==> src/rtl/timer0_prescaler_pkg.sv <==
`default_nettype none
// ============================================================================
//  Module   : timer0_prescaler_pkg
//  Purpose  : OPTION register layout and reset value shared by the TMR0 block
//  Revision : 1.0  initial release
// ============================================================================
package timer0_prescaler_pkg;

    localparam int          c_OPT_T0CS     = 5;
    localparam int          c_OPT_T0SE     = 4;
    localparam int          c_OPT_PSA      = 3;
    localparam int          c_OPT_PS_MSB   = 2;
    localparam int          c_OPT_PS_LSB   = 0;
    localparam logic [5:0]  c_OPTION_RESET = 6'h3F;

endpackage : timer0_prescaler_pkg
`default_nettype wire

==> src/rtl/t0cki_sync.sv <==
`default_nettype none
// ============================================================================
//  Module   : t0cki_sync
//  Purpose  : Two-flop synchroniser for the T0CKI pin with rise/fall detect
//  Revision : 1.0  initial release
// ============================================================================
module t0cki_sync (
    input  logic clk,
    input  logic rst,
    input  logic t0cki,
    output logic rise,
    output logic fall
);

    logic r_sync1;
    logic r_sync2;
    logic r_prev;

    // Synchronise the pin and keep one cycle of history for edge detection
    always_ff @(posedge clk or negedge rst) begin
        if (!rst) begin
            r_sync1 <= 1'b0;
            r_sync2 <= 1'b0;
            r_prev  <= 1'b0;
        end else begin
            r_sync1 <= t0cki;
            r_sync2 <= r_sync1;
            r_prev  <= r_sync2;
        end
    end

    assign rise = r_sync2 & ~r_prev;
    assign fall = ~r_sync2 & r_prev;

endmodule : t0cki_sync
`default_nettype wire

==> src/rtl/timer0_prescaler.sv <==
`default_nettype none
// ============================================================================
//  Module   : timer0_prescaler
//  Purpose  : PIC16C5x TMR0 with shared 8-bit prescaler and OPTION register
//  Revision : 1.0  initial release
// ============================================================================
module timer0_prescaler
    import timer0_prescaler_pkg::*;
#(
    parameter int DATA_WIDTH     = 8,
    parameter int INHIBIT_CYCLES = 2
) (
    input  logic                  clk,
    input  logic                  rst,
    input  logic                  instrTick,
    input  logic                  t0cki,
    input  logic                  wdtTick,
    input  logic                  clrWdt,
    input  logic                  tmr0WriteEn,
    input  logic                  optionWriteEn,
    input  logic [DATA_WIDTH-1:0] writeDataIn,
    output logic [DATA_WIDTH-1:0] tmr0Out,
    output logic [5:0]            optionOut,
    output logic                  tmr0Ovf,
    output logic                  wdtTimeout
);

    localparam int c_INH_W = (INHIBIT_CYCLES < 1) ? 1 : $clog2(INHIBIT_CYCLES + 1);

    logic [DATA_WIDTH-1:0] r_tmr0;
    logic [DATA_WIDTH-1:0] r_prescaler;
    logic [5:0]            r_option;
    logic [c_INH_W-1:0]    r_inhibit;
    logic                  r_tmr0Ovf;
    logic                  r_wdtTimeout;

    logic                  w_rise;
    logic                  w_fall;
    logic                  w_psa;
    logic [2:0]            w_ps;
    logic [DATA_WIDTH-1:0] w_psMask;
    logic                  w_psFull;
    logic                  w_srcEvent;
    logic                  w_event;
    logic                  w_tmrInc;
    logic                  w_psInc;
    logic                  w_psClear;
    logic                  w_wdtFire;

    t0cki_sync u_t0ckiSync (
        .clk   (clk),
        .rst   (rst),
        .t0cki (t0cki),
        .rise  (w_rise),
        .fall  (w_fall)
    );

    assign w_psa = r_option[c_OPT_PSA];
    assign w_ps  = r_option[c_OPT_PS_MSB:c_OPT_PS_LSB];

    // Low PS+1 bits of the prescaler form the active division window
    always_comb begin
        w_psMask = '0;
        for (int i = 0; i < DATA_WIDTH; i++) begin
            w_psMask[i] = (i <= int'(w_ps));
        end
    end

    // Source selection, inhibit gating and prescaler routing
    always_comb begin
        w_srcEvent = r_option[c_OPT_T0CS]
                   ? (r_option[c_OPT_T0SE] ? w_fall : w_rise)
                   : instrTick;
        // A write in the same cycle or a pending inhibit swallows the event
        w_event    = w_srcEvent & ~tmr0WriteEn & (r_inhibit == '0);
        w_psFull   = ((r_prescaler & w_psMask) == w_psMask);
        w_tmrInc   = w_event & (w_psa | w_psFull);
        w_psInc    = w_psa ? wdtTick : w_event;
        w_psClear  = (tmr0WriteEn & ~w_psa)
                   | (optionWriteEn & (writeDataIn[c_OPT_PSA] != w_psa))
                   | (clrWdt & w_psa);
        // CLRWDT restarts the watchdog chain, so a coincident tick never fires
        w_wdtFire  = wdtTick & ~clrWdt & (~w_psa | w_psFull);
    end

    // TMR0 counter and its registered wrap pulse
    always_ff @(posedge clk or negedge rst) begin
        if (!rst) begin
            r_tmr0    <= '0;
            r_tmr0Ovf <= 1'b0;
        end else begin
            r_tmr0Ovf <= 1'b0;
            if (tmr0WriteEn) begin
                r_tmr0 <= writeDataIn;
            end else if (w_tmrInc) begin
                r_tmr0    <= r_tmr0 + 1'b1;
                r_tmr0Ovf <= (r_tmr0 == '1);
            end
        end
    end

    // Shared prescaler: clear has priority over counting, wraps silently
    always_ff @(posedge clk or negedge rst) begin
        if (!rst) begin
            r_prescaler <= '0;
        end else if (w_psClear) begin
            r_prescaler <= '0;
        end else if (w_psInc) begin
            r_prescaler <= r_prescaler + 1'b1;
        end
    end

    // OPTION register
    always_ff @(posedge clk or negedge rst) begin
        if (!rst) begin
            r_option <= c_OPTION_RESET;
        end else if (optionWriteEn) begin
            r_option <= writeDataIn[5:0];
        end
    end

    // Post-write inhibit counter, paced by instruction ticks
    always_ff @(posedge clk or negedge rst) begin
        if (!rst) begin
            r_inhibit <= '0;
        end else if (tmr0WriteEn) begin
            r_inhibit <= c_INH_W'(INHIBIT_CYCLES);
        end else if (instrTick && (r_inhibit != '0)) begin
            r_inhibit <= r_inhibit - 1'b1;
        end
    end

    // Registered watchdog time-out pulse
    always_ff @(posedge clk or negedge rst) begin
        if (!rst) begin
            r_wdtTimeout <= 1'b0;
        end else begin
            r_wdtTimeout <= w_wdtFire;
        end
    end

    assign tmr0Out    = r_tmr0;
    assign optionOut  = r_option;
    assign tmr0Ovf    = r_tmr0Ovf;
    assign wdtTimeout = r_wdtTimeout;

endmodule : timer0_prescaler
`default_nettype wire
==> config.mk <==
export PLATFORM = sky130hd
export DESIGN_NAME = timer0_prescaler
export DESIGN_NICKNAME = d
export VERILOG_FILES = /design/src/rtl/timer0_prescaler_pkg.sv /design/src/rtl/t0cki_sync.sv /design/src/rtl/timer0_prescaler.sv
export SDC_FILE = /design/constraint.sdc
export NUM_CORES = 1
export LEC_CHECK = 0
export BUFFER_PORTS_ARGS = -buffer_cell sky130_fd_sc_hd__buf_2
export CORE_MARGIN = 3
export CORE_UTILIZATION = 55
export CTS_CLUSTER_SIZE = 30
export DETAILED_ROUTE_END_ITERATION = 6
export HOLD_SLACK_MARGIN = 0.1
export PLACE_DENSITY = 0.88
export SLEW_MARGIN = 20
export SYNTH_ARGS = -nofsm -noshare
export SYNTH_HDL_FRONTEND = slang
export SYNTH_SLANG_ARGS = --single-unit
export TNS_END_PERCENT = 10
==> constraint.sdc <==
create_clock -name clk -period 2.97 [get_ports clk]
set_clock_uncertainty 0.05 [all_clocks]
set_input_delay 0.1485 -clock clk [delete_from_list [all_inputs] [get_ports clk]]
set_output_delay 0.1485 -clock clk [all_outputs]
set_load 0.02 [all_outputs]
After elaboration in Yosys (flattened, before gate mapping)

Index checks and enable logic that the tools add are counted.

Bits in registers: 29
Latch bits: 0
Bits in writable memories: 0
Memory bits (read-only): 0
Input bits: 16
Output and inout port bits: 16
Memories kept: 0

Add/sub/neg operators: 3
$mul: 0
Div/mod/pow operators: 0
Order comparisons: 7
Equal/unequal tests: 3
Shift-type cells: 0
Muxes and demuxes: 11
Bitwise logic cells: 20
Reduce and logical (&&, ||, !) cells: 6

Operators with widths:

| cell                | number |
|---|---|
| $mux 8              | 4 |
| $add 8x1->8 const B | 2 |
| $le 3x3->1 const A  | 4 |
| $and 1x1->1         | 10 |
| $and 8x8->8         | 1 |
| $eq 8x8->1          | 1 |
| $eq 8x8->1 const B  | 1 |
| $reduce_bool 2->1   | 4 |
| $le 2x3->1 const A  | 2 |
| $mux 1              | 5 |
| $not 1->1           | 5 |
| $mux 2              | 2 |
| $or 1x1->1          | 4 |
| $le 1x3->1 const A  | 1 |
| $logic_not 2->1     | 1 |
| $sub 2x1->2 const B | 1 |
| $logic_and 1x1->1   | 1 |
| $ne 1x1->1          | 1 |

Longest topological paths before layout

Gate-level depths: netlist (run 1).

Depth after elaboration: 9
Depth in mapped cells: 7
Gate-level depth less buffers: 7

Modules after synthesis

From an unflattened synthesis (run 1), not the netlist that was laid out.

Cell total of the unflattened synthesis: 146
Area total of the unflattened synthesis: 1497.7 µm²

Modules (own cells, without submodules):

| module           | times used | cells each | area each (µm²) |
|---|---|---|---|
| timer0_prescaler | 1          | 141        | 1407.6 |
| t0cki_sync       | 1          | 5          | 90.1 |

Least setup slack after synthesis (run 1)

OpenSTA, ideal clock, no wires.

Path kind: register to register
Start point: register r_inhibit[0]
End point: register r_prescaler[3]
Arrival time: 1690 ps
Required time: 2844 ps
Setup slack: 1154 ps
Stages on the path, launching flop included: 8
Buffers on the path: 0
Period minus slack after synthesis: 1816 ps
Cell sequence: dfrtp_1 -> inv_1 -> ha_1 -> nor2b_1 -> o221ai_2 -> o31a_1 -> or4_1 -> o21ai_1

Word-level cells in the longest chain between the ends: 4

Ends and longest elaborated chain:

| what                        | RTL line                | RTL |
|---|---|---|
| start, declared             | timer0_prescaler.sv:33  | `logic [c_INH_W-1:0] r_inhibit;` |
| start signal, assigned      | timer0_prescaler.sv:127 | `r_inhibit <= c_INH_W'(INHIBIT_CYCLES);` |
| start signal, assigned      | timer0_prescaler.sv:129 | `r_inhibit <= r_inhibit - 1'b1;` |
| $logic_not 2->1             | timer0_prescaler.sv:75  | `w_event = w_srcEvent & ~tmr0WriteEn & (r_inhibit == '0);` |
| $and 1x1->1                 | timer0_prescaler.sv:75  |  |
| $mux 1                      | timer0_prescaler.sv:78  | `w_psInc = w_psa ? wdtTick : w_event;` |
| $reduce_bool 2->1 (no line) | n/a                     |  |
| end signal, assigned        | timer0_prescaler.sv:109 | `r_prescaler <= r_prescaler + 1'b1;` |
| end, declared               | timer0_prescaler.sv:31  | `logic [DATA_WIDTH-1:0] r_prescaler;` |

No other way between the ends.
A chain may end at the register's enable or synchronous reset.

Worst setup path in the final report (run 1)

Start point: register r_option[1], in the netlist optionOut[1]
End point: register r_wdtTimeout, in the netlist wdtTimeout

Word-level cells in the longest chain between the ends: 5
Elaborated cells on any way between the ends: 11

Ends and longest elaborated chain:

| what                               | RTL line                | RTL |
|---|---|---|
| start, declared                    | timer0_prescaler.sv:32  | `logic [5:0] r_option;` |
| start signal, assigned             | timer0_prescaler.sv:116 | `r_option <= c_OPTION_RESET;` |
| start signal, assigned             | timer0_prescaler.sv:118 | `r_option <= writeDataIn[5:0];` |
| $le 1x3->1 (tied with other cells) | timer0_prescaler.sv:65  | `w_psMask[i] = (i <= int'(w_ps));` |
| $and 8x8->8                        | timer0_prescaler.sv:76  | `w_psFull = ((r_prescaler & w_psMask) == w_psMask);` |
| $eq 8x8->1 *                       | timer0_prescaler.sv:76  |  |
| $or 1x1->1 *                       | timer0_prescaler.sv:83  | `w_wdtFire = wdtTick & ~clrWdt & (~w_psa \| w_psFull);` |
| $and 1x1->1 *                      | timer0_prescaler.sv:83  |  |
| net w_wdtFire                      | timer0_prescaler.sv:48  | `logic w_wdtFire;` |
| end signal, assigned               | timer0_prescaler.sv:138 | `r_wdtTimeout <= w_wdtFire;` |
| end, declared                      | timer0_prescaler.sv:35  | `logic r_wdtTimeout;` |

The timed path passes the listed nets; every way through them passes the cells marked *.

==> results.yml, run 1 <==
route:
  first_pass_iters: 5
  drc: 0
  drt_iter0_markers: 111
  wl_per_cell_um: 15.2
  vias: 1503
  final_antenna_net_count: 0
  wl_um: 3700
  via_per_inst: 6.16
logic_synthesis:
  synth_area_um2: 1650
  ys_top_cells_by_area: "dfrtp_1 35%, dfstp_2 9.6%, nand2_1 4.5%, nand2b_1 3.8%, mux2i_1 3.6%"
  ys_warn_count: 0
  synth_top_area_share: 0.349
  ys_ff_latch: 29
  synthFlopType: "dfrtp_1"
  ys_async_sr_fraction: 1.00
  synth_most_common_cell: "dfrtp_1"
  synth_area_leader_cell: "dfrtp_1"
  yosys-top-cells-count: "23 x dfrtp_1, 20 x nand2_1, 10 x nand2b_1"
  syn_inst: 166
  synth_edf_count: 0
  ys_seq_area_frac: 0.444
  synth.avg_cell_area_um2: 9.94
  netlist-cell-type-count: 54
  syn_nets: 185
global_routing:
  grt.overflow.total: 0
  grt_pass1_wl_um: 5950
  antenna_found_initial: 0
  grt.total_usage: 0.216
  grt_pass1_vias: 1363
  grt_max_degree: 30
final_layout:
  diodes: 0
  design_area_um2: 2020
  multi_input_area_um2: 867
  drive_gt1_frac: 0.291
  nets: 231
  seqCellArea_um2: 733
  nFillCells: 204
  finalNonFillerCells: 244
  syn_to_final_growth_pct: 22.3
clock_network:
  clock_path_buffers: 2
  cts-root-buf: "clkbuf_4"
  cts_made_buffers: 5
  clock_latency_ns: 0.34
  cts_tree: "done"
  numClockSinks: 29
  post_cts.repair.setup_buffers: 0
  path_clk_slew_ns: 0.10
  cts_max_level: 2
run:
  maxCapViolCount: 0
placed_design:
  portBuffers: 31
  post-dp-hpwl_um: 2640
  gp_congestion: 0.849
  placed_cell_area_um2: 1830
  dp.cells: 224
timing:
  max_slew.worst_pin.slew_ns: 0.634
  min_period_ns: 2.09
  rsz0062_at_grt: "false"
  setup_viol: 0
  max_slew_margin: 0.578
  max_freq_mhz: 478
  setup_tns_ns: 0
  finalCritPeriodShare: 0.704
  hold_viol_final: 0
  drv_slew: 0
floorplanning:
  die_w_um: 60.8
  die_area_um2: 3690
  placementRows: 19
  io_pins: 32
  die_y_um: 60.8
  initial_utilization: 0.588
  core_area_um2: 2810
power:
  leakagePower_nw: 0.914
  peakVddDrop_uv: 275
  power_density_nw_per_um2: 472
  power_mw: 0.952
worst_setup_path:
  cp-startpoint: "optionOut[1]"
  regToRegStartpoint: "optionOut[1]"
  arrival_ns: 2.27
  worst-path-max-fanout: 6
  crit_required_ns: 3.15
  rr_endpoint: "wdtTimeout"
  worstSetupPathType: "flip-flop to flip-flop"
  cp-start-kind: "flip-flop"
  crit_end: "wdtTimeout"
  endpoint_kind: "flip-flop"
  reg2reg_slack_ns: 0.88
  r2r_cells: 5
worst_hold_path:
  min_path_type: "input pin to flip-flop"
run_status:
  status: "completed"
[routing by layer]
metal  GRT usage  vias to the layer above  share of wire
met5           0                        -              0
met4      0.0836                        0          0.021
li1            -                      694              -
met2       0.351                       47           0.48
met3      0.0617                       12          0.056
met1       0.271                      750           0.44
[final cells by class]
cell class	instances	area share
Clock inverter	1	0.00248
Clock buffer	7	0.0322
Timing Repair Buffer	43	0.136
Tap cell	31	0.0192
Sequential cell	29	0.363
Multi-Input combinational cell	124	0.430
Inverter	9	0.0167
[critical path: stages (launching register included)]
cell           delay [ns]
dfstp_2              0.58
a21boi_1             0.22
a2bb2oi_2            0.24
nor3_1               0.12
o211a_1              0.23
dlygate4sd3_1        0.55
[timing repair]
action / 4_1_cts / 5_1_grt
resized for setup: 0 / 0
endpoints found under the setup margin: 0 / 0
hold endpoints to repair: 38 / 0
hold buffers: 12 / 0
[report_power, final]
| group | internal [mW] | switching (mW) |
|---|---|---|
| clock network | 0.137 | 0.144 |
| registers | 0.430 | 0.0358 |
| logic | 0.0862 | 0.119 |
| total | 0.653 | 0.299 |
[placed cells by master (no fill, tap or decap), drive strengths merged, types with 3 or more instances in the layout]
cell type and instances:
nand2 21, nand2b 10, mux2i 6, o21ai 5, dfrtp 23, nor3 3
dfstp 6, nand3 6, clkbuf 7, a21oi 6, dlygate4sd3 12, inv 9
nor2b 3, nor2 10, mux2 6, a31oi 3, o211ai 4, buf 31
nand4 5, ha 3
[registers in the layout, indices dropped and copies added, names as in the netlist]
name,count
wdtTimeout,1
r_prescaler,8
r_inhibit,2
tmr0Out,8
tmr0Ovf,1
u_t0ckiSync.r_sync1,1
u_t0ckiSync.r_prev,1
u_t0ckiSync.r_sync2,1
optionOut,6
[cell families after synthesis]
family,share of synthesized area
xor gates and xnor gates,0.0106
and+or+nand+nor,0.244
buffers and inverters,0.0303
muxes,0.0796
AOI/OAI and AO/OA,0.168
adders and majority gates,0.0227
DFF,0.444
[worst min path at each step]
stage / startpoint / to / depth (start not counted)
after CTS: writeDataIn[6] / tmr0Out[6] / 4
after global placement: rst / tmr0Out[7] / 1
after global routing: writeDataIn[6] / tmr0Out[6] / 4
final: writeDataIn[6] / tmr0Out[6] / 4
after floorplan: rst / r_inhibit[0] / 0
after detailed placement: rst / tmr0Out[7] / 1
[stage by stage]
step	setup WS, ns	hold slack (ns)	util
after floorplan	1.15	-0.197	-
after detailed placement	1.00	0.151	0.652
final	0.879	0.0962	0.719
after global routing	0.747	0.119	0.719
after CTS	0.875	0.105	0.719
after global placement	1.11	0.141	0.652
(Power assumes the default switching activity.)
==> run 2: changes to the inputs <==
--- a/config.mk
+++ b/config.mk
@@ -7,11 +7,11 @@
 export LEC_CHECK = 0
 export BUFFER_PORTS_ARGS = -buffer_cell sky130_fd_sc_hd__buf_2
 export CORE_MARGIN = 3
-export CORE_UTILIZATION = 55
+export CORE_UTILIZATION = 49
 export CTS_CLUSTER_SIZE = 30
 export DETAILED_ROUTE_END_ITERATION = 6
 export HOLD_SLACK_MARGIN = 0.1
-export PLACE_DENSITY = 0.88
+export PLACE_DENSITY = 0.84
 export SLEW_MARGIN = 20
 export SYNTH_ARGS = -nofsm -noshare
 export SYNTH_HDL_FRONTEND = slang
==> constraint.sdc (replaced) <==
create_clock -name clk -period 1.8 [get_ports clk]
set_clock_uncertainty 0.05 [all_clocks]
set_input_delay 0.09 -clock clk [delete_from_list [all_inputs] [get_ports clk]]
set_output_delay 0.09 -clock clk [all_outputs]
set_load 0.02 [all_outputs]
==> run 2 against run 1 <==
Effect of this change: via count up 1.9%; combinational power rose by 93%; sequential power is 65% higher; non-clock buffer count is 20 higher; design area is 12% higher; critical endpoint is now optionOut[3]; count of clock-buffer cells in the layout decreased by 2; global-route usage fell by 0.49 points; largest power group unchanged; worst hold slack gained 0.14 ns; first-iteration DRC count down 69%; sequential share of layout area fell by 3.8 points; power increased by 93%; highest routed layer unchanged; clock power grew 140%.
==> results.yml, run 2 (synthesis results as in run 1) <==
power:
  power_density_nw_per_um2: 816
  peakVddDrop_uv: 661
  leakagePower_nw: 1.03
worst_setup_path:
  cp_cell_sequence: "dlygate4sd3_1 -> buf_2 -> nand2_1 -> dlygate4sd3_1 -> o21ai_0 -> dlygate4sd3_1"
  worst-path-max-fanout: 6
  slowest_stage: "dlygate4sd3_1"
  arrival_ns: 2.01
  crit_required_ns: 2.02
  path_common_cell: "dlygate4sd3_1"
  endpoint_kind: "flip-flop"
  worstSetupPathType: "input pin to flip-flop"
  reg2reg_slack_ns: 0.03
  r2r_cells: 5
  cp_slowest_stage_delay_ns: 0.55
  cp-start-kind: "input pin"
timing:
  setup_viol: 0
  max_slew_margin: 0.571
  drv_slew: 0
  fin_ws_ns: 0.00788
  rsz0062_at_grt: "true"
  max_freq_mhz: 558
  hold_viol_final: 0
  finalCritPeriodShare: 0.996
  min_period_ns: 1.79
  max_slew.worst_pin.slew_ns: 0.643
clock_network:
  cts_max_level: 2
  numClockSinks: 29
  path_clk_slew_ns: 0.11
  cts_tree: "done"
  clock_latency_ns: 0.35
  cts-root-buf: "clkbuf_4"
  clock_path_buffers: 2
  cts_made_buffers: 5
run_status:
  status: "completed"
global_routing:
  grt.total_usage: 0.211
  grt.overflow.total: 0
  antenna_found_initial: 0
  grt_pass1_wl_um: 6530
  grt_pass1_vias: 1388
  grt_max_degree: 30
floorplanning:
  die_area_um2: 4100
  die_y_um: 64.0
  io_pins: 32
  placementRows: 20
  initial_utilization: 0.528
  die_w_um: 64.0
  core_area_um2: 3130
final_layout:
  diodes: 0
  multi_input_area_um2: 893
  layout_commonest_cell: "buf_2"
  layout_common_cells: "31 x buf_2, 23 x dfrtp_1, 20 x nand2_1, 17 x dlygate4sd3_1, 15 x buf_4"
  design_area_um2: 2260
  nets: 251
  nFillCells: 227
  drive_gt1_frac: 0.356
  seqCellArea_um2: 733
  syn_to_final_growth_pct: 36.7
placed_design:
  pre_cts_ws_ns: -0.0422
  placed_cell_area_um2: 1950
  portBuffers: 31
  post-dp-hpwl_um: 2810
  gp_congestion: 0.875
run:
  maxCapViolCount: 0
route:
  drc: 0
  wl_um: 4040
  vias: 1531
  first_pass_iters: 4
  drt_iter0_markers: 34
  final_antenna_net_count: 0
  wl_per_cell_um: 14.6
  via_per_inst: 5.53
worst_hold_path:
  min_path_type: "input pin to async pin"
## run 2: changes by cell type in the layout (fill, tap and decap cells not counted), moves of 2 or more
cell           change
buf_4             +15
dlygate4sd3_1      +5
a21oi_2            +2
a21oi_1            -2
bufinv_16          +2
clkbuf_8           -2
## run 2: repair_timing
action	CTS	global route
resized for setup	0	7
pin swaps	1	4
endpoints found under the hold margin	40	0
endpoints found under the setup margin	3	18
hold buffers	17	0
setup buffers	0	1
## run 2: area by class of cell
| type | instances | share of cell area |
|---|---|---|
| inverters | 9 | 0.0150 |
| multi-input cells | 124 | 0.396 |
| clock buffers | 5 | 0.0166 |
| flip-flops and latches | 29 | 0.325 |
| clock inverters | 3 | 0.0288 |
| repair buffers | 63 | 0.194 |
| well taps | 44 | 0.0244 |
## run 2: worst paths after layout
path,startpoint,end
max,optionWriteEn,optionOut[3]
min,rst,tmr0Ovf
max reg2reg,optionOut[0],tmr0Out[6]
min reg2reg,u_t0ckiSync.r_sync1,u_t0ckiSync.r_sync2
max in group asynchronous,rst,r_prescaler[4]
min in group clk,u_t0ckiSync.r_sync1,u_t0ckiSync.r_sync2
## run 2: where the power goes
part	switching (mW)	internal [mW]
combinational	0.214	0.182
clock	0.249	0.430
sequential	0.0564	0.709
total	0.520	1.32
## run 2: layer usage
metal,track usage,up-vias,wire [µm]
li1,-,740,-
met4,0.108,0,108
met5,0,-,0
met1,0.265,727,1830
met3,0.0650,10,252
met2,0.325,54,1850
## run 2: critical path, delay by kind of cell
| family | cells | cell delay, ns |
|---|---|---|
| and+or+nand+nor | 1 | 0.07 |
| buffers and inverters | 4 | 1.78 |
| AOI/OAI and AO/OA | 1 | 0.06 |
## run 2: per-stage QoR
stage	util	cells	power [mW]	hold WS (ns)	setup TNS (ns)
2_1_floorplan	-	166	0.989	-0.256	-0.00328
3_3_place_gp	0.623	251	1.12	0.0923	0
3_5_place_dp	0.623	251	1.13	0.0982	-0.112
4_1_cts	0.710	276	1.84	0.260	0
5_1_grt	0.721	277	1.93	0.275	-0.490
6_report	0.721	277	1.84	0.240	0
==> run 3: changes to the inputs <==
--- a/config.mk
+++ b/config.mk
@@ -6,6 +6,7 @@
 export NUM_CORES = 1
 export LEC_CHECK = 0
 export BUFFER_PORTS_ARGS = -buffer_cell sky130_fd_sc_hd__buf_2
+export CORE_ASPECT_RATIO = 0.75
 export CORE_MARGIN = 3
 export CORE_UTILIZATION = 49
 export CTS_CLUSTER_SIZE = 30
==> run 3 against run 2 <==
Effect of this change: the run now ends with setup timing left; count of clock-buffer cells in the layout increased by 2; combinational power decreased by 1%; non-clock buffer count decreased by 4; sequential share of layout area increased by 0.85 points; critical endpoint is now r_prescaler[3].
==> results.yml, run 3 (synthesis results as in run 1) <==
clock_network:
  post_cts.repair.setup_buffers: 0
  path_clk_slew_ns: 0.06
  cts_max_level: 2
  cts_tree: "done"
  clock_path_buffers: 2
  clock_latency_ns: 0.29
  cts_made_buffers: 5
  cts-root-buf: "clkbuf_8"
  numClockSinks: 29
timing:
  drv_slew: 0
  max_slew_margin: 0.568
  hold_viol_final: 0
  max_slew.worst_pin.slew_ns: 0.648
  fin_ws_ns: -0.0180
  rsz0062_at_grt: "true"
  setup_viol: 1
  setup_tns_ns: -0.0180
  max_freq_mhz: 550
  hold-worst-slack_ns: 0.136
  min_period_ns: 1.82
  finalCritPeriodShare: 1.01
worst_hold_path:
  hold_end: "optionOut[3]"
  min_path_type: "input pin to flip-flop"
  hold_depth: 3
  min_from: "optionWriteEn"
route:
  wl_um: 4230
  vias: 1505
  wl_per_cell_um: 15.8
  drt_iter0_markers: 128
  first_pass_iters: 4
  via_per_inst: 5.64
  drc: 0
  final_antenna_net_count: 0
floorplanning:
  placementRows: 17
  io_pins: 32
  die_area_um2: 4110
  die_w_um: 73.0
  die_y_um: 56.3
  initial_utilization: 0.535
  core_area_um2: 3080
final_layout:
  seqCellArea_um2: 733
  syn_to_final_growth_pct: 33.2
  diodes: 0
  nFillCells: 237
  design_area_um2: 2200
  multi_input_area_um2: 885
  layout_common_cells: "31 x buf_2, 23 x dfrtp_1, 20 x nand2_1, 15 x buf_4, 13 x dlygate4sd3_1"
  utilization: 0.713
  drive_gt1_frac: 0.354
  layout_commonest_cell: "buf_2"
  nets: 247
worst_setup_path:
  worst-path-max-fanout: 7
  arrival_ns: 1.98
  cp_top_family: "simple AND/OR/NAND/NOR gates"
  crit_required_ns: 1.97
  cp-startpoint: "r_inhibit[0]"
  cp-start-kind: "flip-flop"
  slowest_stage: "or4_1"
  cp_num_buf_inv: 1
  cp_slowest_stage_delay_ns: 0.42
  cp_cell_sequence: "inv_2 -> ha_1 -> nor2b_2 -> o221ai_2 -> o31a_1 -> or4_1 -> o21ai_1"
  rr_endpoint: "r_prescaler[3]"
  regToRegStartpoint: "r_inhibit[0]"
  r2r_cells: 7
  endpoint_kind: "flip-flop"
  worstSetupPathType: "flip-flop to flip-flop"
  reg2reg_slack_ns: -0.02
global_routing:
  grt_max_degree: 30
  grt_pass1_wl_um: 7040
  grt.overflow.total: 0
  antenna_found_initial: 0
  grt_pass1_vias: 1429
  grt.total_usage: 0.226
run_status:
  status: "finished, violations left"
  violations: "setup timing"
placed_design:
  post-dp-hpwl_um: 3000
  placed_cell_area_um2: 1950
  portBuffers: 31
  pre_cts_ws_ns: -0.0859
  gp_congestion: 0.832
power:
  power_density_nw_per_um2: 800
  leakagePower_nw: 1.00
  peakVddDrop_uv: 626
run:
  maxCapViolCount: 0
run 3: changes by cell type in the layout (fill, tap and decap cells not counted), moves of 2 or more:
cell	delta
clkbuf_4	-5
clkbuf_8	+7
a21oi_2	-2
a21oi_1	+2
bufinv_16	-2
dlygate4sd3_1	-4
run 3: area by class of cell:
type / count / area share
multi-input cells: 124 / 0.402
clock inverters: 1 / 0.00228
repair buffers: 59 / 0.181
clock buffers: 7 / 0.0438
flip-flops and latches: 29 / 0.334
well taps: 38 / 0.0216
inverters: 9 / 0.0154
run 3: worst max-delay path by stage:
| stage | end | cells past startpoint |
|---|---|---|
| 3_5_place_dp | r_prescaler[3] | 7 |
| 4_1_cts | r_prescaler[3] | 7 |
| 5_1_grt | tmr0Out[2] | 8 |
| 3_3_place_gp | r_prescaler[7] | 7 |
| 2_1_floorplan | r_prescaler[7] | 7 |
| 6_report | r_prescaler[3] | 7 |
run 3: power by group:
group / switching (mW) / internal [mW]
Sequential: 0.0620 / 0.710
Clock: 0.249 / 0.345
Combinational: 0.215 / 0.177
Total: 0.526 / 1.23
run 3: repair_timing:
action                     in CTS  in global routing
gates cloned                    0                  0
pin swaps                       2                  3
hold endpoints to repair       38                  0
setup endpoints to repair       3                 16
hold buffers                   13                  0
resized for setup               1                  3
run 3: worst min-delay path: cells and delay by family:
family / cells / cell delay, ns
AOI/OAI and AO/OA: 1 / 0.08
buffers and inverters: 2 / 0.28
run 3: layer usage:
| metal | part of all wire | GRT usage | vias to the layer above | routed length [µm] |
|---|---|---|---|---|
| met5 | 0 | 0 | - | 0 |
| met4 | 0.028 | 0.105 | 0 | 120 |
| met3 | 0.066 | 0.0537 | 13 | 280 |
| met2 | 0.43 | 0.317 | 51 | 1820 |
| met1 | 0.47 | 0.324 | 713 | 2010 |
| li1 | - | - | 728 | - |
run 3: through the flow:
stage | cells | total power, mW
3_3_place_gp | 246 | 1.13
3_5_place_dp | 246 | 1.14
5_1_grt | 267 | 1.85
4_1_cts | 267 | 1.76
2_1_floorplan | 166 | 0.989
6_report | 267 | 1.76
